`src/rtl/ceespu_hazard_unit_if.sv`:
```
// ceespu_hazard_unit_if: decode/execute hazard signalling bundle
interface ceespu_hazard_unit_if #(
   parameter int REG_W   = 5,
   parameter int NUM_SRC = 3,
   parameter int SEL_W   = 2
);
   logic                     I_dec_valid;
   logic                     I_dec_we;
   logic                     I_dec_isLoad;
   logic [REG_W-1:0]         I_dec_regD;
   logic [NUM_SRC*REG_W-1:0] I_dec_src;
   logic [NUM_SRC-1:0]       I_dec_srcUsed;
   logic                     I_ex_busy;
   logic                     I_dmem_busy;
   logic                     I_flush;
   logic                     O_stall;
   logic                     O_bubble;
   logic [NUM_SRC*SEL_W-1:0] O_fwd_sel;
   logic [31:0]              O_bubble_count;
   logic [31:0]              O_freeze_count;
   modport master (
      output I_dec_valid, I_dec_we, I_dec_isLoad, I_dec_regD, I_dec_src, I_dec_srcUsed,
             I_ex_busy, I_dmem_busy, I_flush,
      input  O_stall, O_bubble, O_fwd_sel, O_bubble_count, O_freeze_count
   );
   modport slave (
      input  I_dec_valid, I_dec_we, I_dec_isLoad, I_dec_regD, I_dec_src, I_dec_srcUsed,
             I_ex_busy, I_dmem_busy, I_flush,
      output O_stall, O_bubble, O_fwd_sel, O_bubble_count, O_freeze_count
   );
endinterface

```
`src/rtl/ceespu_hazard_unit.sv`:
```
// ceespu_hazard_unit: scoreboard-based forwarding select and load-use/freeze stall control
module ceespu_hazard_unit #(
   parameter int REG_W      = 5,
   parameter int NUM_SRC    = 3,
   parameter int NUM_STAGES = 2,
   parameter int LOAD_LAT   = 1,
   parameter int ZERO_REG   = 1,
   parameter int SEL_W      = 2
) (
   input logic I_clk,
   input logic I_rst,
   ceespu_hazard_unit_if.slave bus
);
   logic [NUM_STAGES:1]      sb_valid, sb_we, sb_load;
   logic [REG_W-1:0]         sb_reg [1:NUM_STAGES];
   logic [NUM_SRC*SEL_W-1:0] sel, fwd_sel;
   logic [NUM_SRC-1:0]       src_haz;
   logic [31:0]              bubble_count, freeze_count;
   logic                     hazard, busy, issue;
   // per source: nearest in-flight producer (scan far to near so the nearest overwrites) and its load-use status
   always_comb begin
      sel = '0;
      src_haz = '0;
      for (int s = 0; s < NUM_SRC; s++)
         for (int d = NUM_STAGES; d >= 1; d--)
            if (bus.I_dec_srcUsed[s] && sb_valid[d] && sb_we[d] &&
                sb_reg[d] == bus.I_dec_src[s*REG_W +: REG_W] &&
                !(ZERO_REG != 0 && bus.I_dec_src[s*REG_W +: REG_W] == '0)) begin
               sel[s*SEL_W +: SEL_W] = SEL_W'(d);
               src_haz[s] = sb_load[d] && d <= LOAD_LAT;
            end
   end
   assign hazard = bus.I_dec_valid && |src_haz;
   assign busy   = bus.I_ex_busy || bus.I_dmem_busy;
   assign issue  = !bus.I_flush && !busy && !hazard;
   assign bus.O_stall        = !I_rst && !bus.I_flush && (hazard || busy);
   assign bus.O_bubble       = !I_rst && !bus.I_flush && hazard && !busy;
   assign bus.O_fwd_sel      = fwd_sel;
   assign bus.O_bubble_count = bubble_count;
   assign bus.O_freeze_count = freeze_count;
   // scoreboard advances on issue, bubble and flush; a busy freeze holds everything but the freeze counter
   always_ff @(posedge I_clk) begin
      if (I_rst) begin
         sb_valid     <= '0;
         sb_we        <= '0;
         sb_load      <= '0;
         fwd_sel      <= '0;
         bubble_count <= '0;
         freeze_count <= '0;
         for (int d = 1; d <= NUM_STAGES; d++) sb_reg[d] <= '0;
      end else begin
         if (bus.I_flush || !busy) begin
            for (int d = NUM_STAGES; d >= 2; d--) begin
               sb_valid[d] <= sb_valid[d-1];
               sb_we[d]    <= sb_we[d-1];
               sb_load[d]  <= sb_load[d-1];
               sb_reg[d]   <= sb_reg[d-1];
            end
            sb_valid[1] <= issue && bus.I_dec_valid;
            sb_we[1]    <= bus.I_dec_we;
            sb_load[1]  <= bus.I_dec_isLoad;
            sb_reg[1]   <= bus.I_dec_regD;
            fwd_sel     <= issue ? sel : '0;
         end
         if (!bus.I_flush && busy && ~&freeze_count) freeze_count <= freeze_count + 32'd1;
         if (!bus.I_flush && !busy && hazard && ~&bubble_count) bubble_count <= bubble_count + 32'd1;
      end
   end
endmodule

```
`src/flat_wrapper.sv`:
```
// flat-port wrapper written by rule: the top's interface ports become plain ports
module ceespu_hazard_unit_flat 
#(
   parameter int REG_W      = 5,
   parameter int NUM_SRC    = 3,
   parameter int NUM_STAGES = 2,
   parameter int LOAD_LAT   = 1,
   parameter int ZERO_REG   = 1,
   parameter int SEL_W      = 2
)
  (I_clk, I_rst, bus_I_dec_valid, bus_I_dec_we, bus_I_dec_isLoad, bus_I_dec_regD, bus_I_dec_src, bus_I_dec_srcUsed, bus_I_ex_busy, bus_I_dmem_busy, bus_I_flush, bus_O_stall, bus_O_bubble, bus_O_fwd_sel, bus_O_bubble_count, bus_O_freeze_count);
  ceespu_hazard_unit_if #(.REG_W(REG_W), .NUM_SRC(NUM_SRC), .SEL_W(SEL_W)) bus_i ();
  input logic I_clk;
  input logic I_rst;
  input wire logic [$bits(bus_i.I_dec_valid)-1:0] bus_I_dec_valid;
  input wire logic [$bits(bus_i.I_dec_we)-1:0] bus_I_dec_we;
  input wire logic [$bits(bus_i.I_dec_isLoad)-1:0] bus_I_dec_isLoad;
  input wire logic [$bits(bus_i.I_dec_regD)-1:0] bus_I_dec_regD;
  input wire logic [$bits(bus_i.I_dec_src)-1:0] bus_I_dec_src;
  input wire logic [$bits(bus_i.I_dec_srcUsed)-1:0] bus_I_dec_srcUsed;
  input wire logic [$bits(bus_i.I_ex_busy)-1:0] bus_I_ex_busy;
  input wire logic [$bits(bus_i.I_dmem_busy)-1:0] bus_I_dmem_busy;
  input wire logic [$bits(bus_i.I_flush)-1:0] bus_I_flush;
  output wire logic [$bits(bus_i.O_stall)-1:0] bus_O_stall;
  output wire logic [$bits(bus_i.O_bubble)-1:0] bus_O_bubble;
  output wire logic [$bits(bus_i.O_fwd_sel)-1:0] bus_O_fwd_sel;
  output wire logic [$bits(bus_i.O_bubble_count)-1:0] bus_O_bubble_count;
  output wire logic [$bits(bus_i.O_freeze_count)-1:0] bus_O_freeze_count;
  assign bus_i.I_dec_valid = bus_I_dec_valid;
  assign bus_i.I_dec_we = bus_I_dec_we;
  assign bus_i.I_dec_isLoad = bus_I_dec_isLoad;
  assign bus_i.I_dec_regD = bus_I_dec_regD;
  assign bus_i.I_dec_src = bus_I_dec_src;
  assign bus_i.I_dec_srcUsed = bus_I_dec_srcUsed;
  assign bus_i.I_ex_busy = bus_I_ex_busy;
  assign bus_i.I_dmem_busy = bus_I_dmem_busy;
  assign bus_i.I_flush = bus_I_flush;
  assign bus_O_stall = bus_i.O_stall;
  assign bus_O_bubble = bus_i.O_bubble;
  assign bus_O_fwd_sel = bus_i.O_fwd_sel;
  assign bus_O_bubble_count = bus_i.O_bubble_count;
  assign bus_O_freeze_count = bus_i.O_freeze_count;
  ceespu_hazard_unit #(.REG_W(REG_W), .NUM_SRC(NUM_SRC), .NUM_STAGES(NUM_STAGES), .LOAD_LAT(LOAD_LAT), .ZERO_REG(ZERO_REG), .SEL_W(SEL_W)) u_core (.I_clk(I_clk), .I_rst(I_rst), .bus(bus_i));
endmodule
```
`config.mk`:
```
export PLATFORM = sky130hd
export DESIGN_NAME = ceespu_hazard_unit_flat
export DESIGN_NICKNAME = d
export VERILOG_FILES = /design/src/rtl/ceespu_hazard_unit_if.sv /design/src/rtl/ceespu_hazard_unit.sv /design/src/flat_wrapper.sv
export SDC_FILE = /design/constraint.sdc
export NUM_CORES = 1
export LEC_CHECK = 0
export BUFFER_PORTS_ARGS = -buffer_cell sky130_fd_sc_hd__buf_2
export CORE_ASPECT_RATIO = 0.75
export CORE_UTILIZATION = 45
export DETAILED_ROUTE_END_ITERATION = 16
export PLACE_DENSITY = 0.71
export SLEW_MARGIN = 10
export SYNTH_ARGS = -nofsm -noshare
export SYNTH_HDL_FRONTEND = slang
export SYNTH_SLANG_ARGS = --single-unit
```
`constraint.sdc`:
```
create_clock -name I_clk -period 2.49 [get_ports I_clk]
set_input_delay 0.249 -clock I_clk [delete_from_list [all_inputs] [get_ports I_clk]]
set_output_delay 0.249 -clock I_clk [all_outputs]
set_load 0.01 [all_outputs]
```
==> flow_summary.ini <==
[worst_setup_path]
critical_path.top_delay_family = simple AND/OR/NAND/NOR gates
cp-start-kind = register
path_cells = xnor2_1 > nand4_1 > nor4_4 > o31ai_2 > buf_12 > nor3_1 > buf_2
r2r_end = u_core.bus.O_bubble_count[15]
cp_max_fo = 30
reg2reg_setup_slack_ns = 0.26
cp_num_buf_inv = 2
worstSetupPathType = register to primary output
r2r-start = u_core.sb_reg[1][4]
slowest_delay_ns = 0.46
required_ns = 2.24
crit_slowest_cell = edfxtp_1
cp-end-kind = primary output
crit_arrival_ns = 2.11
reg2reg_depth = 8

[routing]
wirelength_mm = 11.4
post_drt_wl_per_cell_um = 15.0
drc_errors = 0
vias_per_cell = 5.48
drtIter0Drc = 244
dr.pass1.iters = 4
ant_nets = 0
vias = 4174

[grt]
grt_pass1_vias = 3909
grt_overflow_total = 0
grt_antenna_before_repair = 0
grt_pass1_wl_mm = 18.9
grtUsageTotal_pct = 22.6
grt_max_degree = 52

[timing]
slew_violations = 0
hold_viol_final = 0
skew_ns = 0.00741
max_slew.worst_pin.slew_ns = 0.636
grt_setup_unrepaired = no
maxSlewHeadroom_pct = 57.3
max_freq_ghz = 0.425
period_needed_ns = 2.36
setup-violations-final = 0
period_share_pct = 94.6
layout_setup_ws_ns = 0.135
finalSetupTns_ns = 0

[synthesis]
yosys_warnings = 0
synth-main-ff-cell = dfxtp_1
yosys.area.top_type = dfxtp_1
synthCells = 506
ys_types = 49
syn_avg_cell_area_um2 = 8.90
syn_nets = 539
ys_seq_area_share_pct = 40.0
synth_edf_count = 10
async_reset_ff_share_pct = 0
synthesis.area_um2 = 4500
ys_seq_elements = 85
synth_top_area_share_pct = 33.3
yosys-top-cells-area = dfxtp_1, edfxtp_1, xor2_1

[placement]
dp.cells = 742
place.gp.congestion = 0.889
place_area_um2 = 5280
place_hpwl_mm = 8.37
pre_cts_slack_ns = 0.0214
numPortBuffers = 102

[power]
power.density_nw_per_um2 = 508
p_total_mw = 2.84
swShare_pct = 23.7
power_frac_comb_pct = 6.9
ir_worst_vdd_mv = 0.301
netSwitchingPower_mw = 0.671
power.leakage_nw = 2.19
p_clk_share_pct = 42.5
power.share.sequential_pct = 50.6
cell_internal_pwr_mw = 2.17

[die]
initial_utilization_pct = 46.5
num_io_pins = 103
die_x_um = 118
rows = 31
die_area_um2 = 10400
core_area_um2 = 9700
dieHeight_um = 88.6

[finish]
design.final.nets = 657
finalInstanceArea_um2 = 5580
stdcell_count = 761
syn_to_final_growth_pct = 23.9
fillers = 931
antenna_cells = 0
drive_above_1_share_pct = 25.4

[clock_tree]
hold_buffers = 0
clock-sinks = 85
cts_root_buffer = clkbuf_16
cts_made_buffers = 9
htree_levels = 3
cts_buffer_depth = 2
clock_latency_ns = 0.34
clk_pin_slew_ns = 0.06
tritoncts = yes

[worst_hold_path]
hold_depth = 3
hp-start = bus_I_dec_we
hp-class = primary input to register
whs_endpoint = u_core.sb_we[1]

[job]
maxCapViolations = 0

[run_status]
status = finished clean
worst register-to-register path: stages, from the launching register on:
cell,delay (ns)
edfxtp_1,0.46
xnor2_1,0.20
nand4_1,0.16
nor4_4,0.22
buf_4,0.20
o311ai_4,0.12
buf_12,0.19
or4_1,0.46
a21oi_1,0.14
area by class of cell:
type	instances	area (µm²)	area share, %
Clock inverter	4	25.0	0.448
Multi-Input combinational cell	400	2630	47.2
Sequential cell	85	1800	32.3
Tap cell	132	165	2.96
Clock buffer	12	236	4.24
Inverter	3	11.3	0.202
Timing Repair Buffer	125	708	12.7
cell families (layout without fill, tap and decap cells):
kind of cell | Yosys count | count (layout) | synth area share [%]
mux | 14 | 14 | 3.53
xor+xnor | 57 | 57 | 11.1
fa+ha+maj | 2 | 2 | 0.555
compound gates | 71 | 71 | 9.83
buf+inv | 21 | 144 | 1.86
flops | 85 | 85 | 40.0
simple gates | 256 | 256 | 33.1
stage by stage:
step,hold WS [ns],util (%)
2_1_floorplan,0.389,-
3_3_place_gp,0.438,54.5
3_5_place_dp,0.437,54.5
4_1_cts,0.153,57.5
5_1_grt,0.160,57.5
6_report,0.156,57.5
what timing repair did:
action | 4_1_cts | 5_1_grt
resized for setup | 1 | 1
setup buffers | 3 | 0
setup endpoints to repair | 2 | 1
pin swaps | 3 | 0
routing by layer:
layer	wire length, µm	vias to the layer above	global-route usage [%]	share of wire (%)
li1	-	2083	-	-
met1	5440	1968	29.5	48
met2	5190	109	37.2	46
met3	630	14	5.93	5.5
met4	136	0	6.88	1.2
met5	0	-	0	0
power groups by stage:
stage               sequential, mW  combinational [mW]  clock (mW)
finish                        1.44               0.196        1.21
global route                  1.44               0.215        1.29
CTS                           1.44               0.197        1.23
detailed placement            1.47               0.194           0
global placement              1.46               0.188           0
floorplan                     1.46               0.119           0
Yosys cell counts, drive strengths merged (2+ instances only):
cell type / number
a21oi: 27
a22o: 3
a31oi: 4
and2: 13
and3: 9
and4: 12
buf: 7
clkbuf: 11
dfxtp: 75
edfxtp: 10
ha: 2
inv: 3
mux2: 12
mux2i: 2
nand2: 33
nand2b: 3
nand3: 23
nand4: 33
nor2: 52
nor2b: 14
nor3: 19
nor4: 6
nor4b: 4
o21ai: 24
o31ai: 7
or2: 2
or3: 22
or4: 9
xnor2: 23
xor2: 34
worst max-delay path by stage:
stage / startpoint / end / slack, ns / cells past startpoint
floorplan: u_core.bus.O_bubble_count[0] / u_core.bus.O_bubble_count[16] / 0.18 / 8
global placement: u_core.sb_reg[1][2] / u_core.bus.O_bubble_count[11] / 0.13 / 7
detailed placement: u_core.sb_reg[1][4] / u_core.bus.O_bubble_count[11] / 0.02 / 7
CTS: u_core.sb_reg[1][4] / bus_O_stall / 0.08 / 7
global route: u_core.sb_reg[1][4] / bus_O_stall / 0.003 / 7
finish: u_core.sb_reg[1][1] / bus_O_bubble / 0.13 / 7
placed cells by master, fill, tap and decap left out, drive strengths merged:
cell type / Yosys / layout
buf: 7 / 125
dfxtp: 75 / 75
nor2: 52 / 52
xor2: 34 / 34
nand4: 33 / 33
nand2: 33 / 33
a21oi: 27 / 27
o21ai: 24 / 24
xnor2: 23 / 23
nand3: 23 / 23
or3: 22 / 22
nor3: 19 / 19
nor2b: 14 / 14
and2: 13 / 13
and4: 12 / 12
mux2: 12 / 12
clkbuf: 11 / 12
edfxtp: 10 / 10
or4: 9 / 9
and3: 9 / 9
o31ai: 7 / 7
nor4: 6 / 6
a31oi: 4 / 4
nor4b: 4 / 4
inv: 3 / 3
nand2b: 3 / 3
a22o: 3 / 3
mux2i: 2 / 2
ha: 2 / 2
clkinv: 0 / 2
clkinvlp: 0 / 2
or2: 2 / 2
o21bai: 1 / 1
o21ba: 1 / 1
a311oi: 1 / 1
a211o: 1 / 1
nand3b: 1 / 1
o311ai: 1 / 1
and3b: 1 / 1
a32o: 1 / 1
Power figures use the tool's default switching activity.
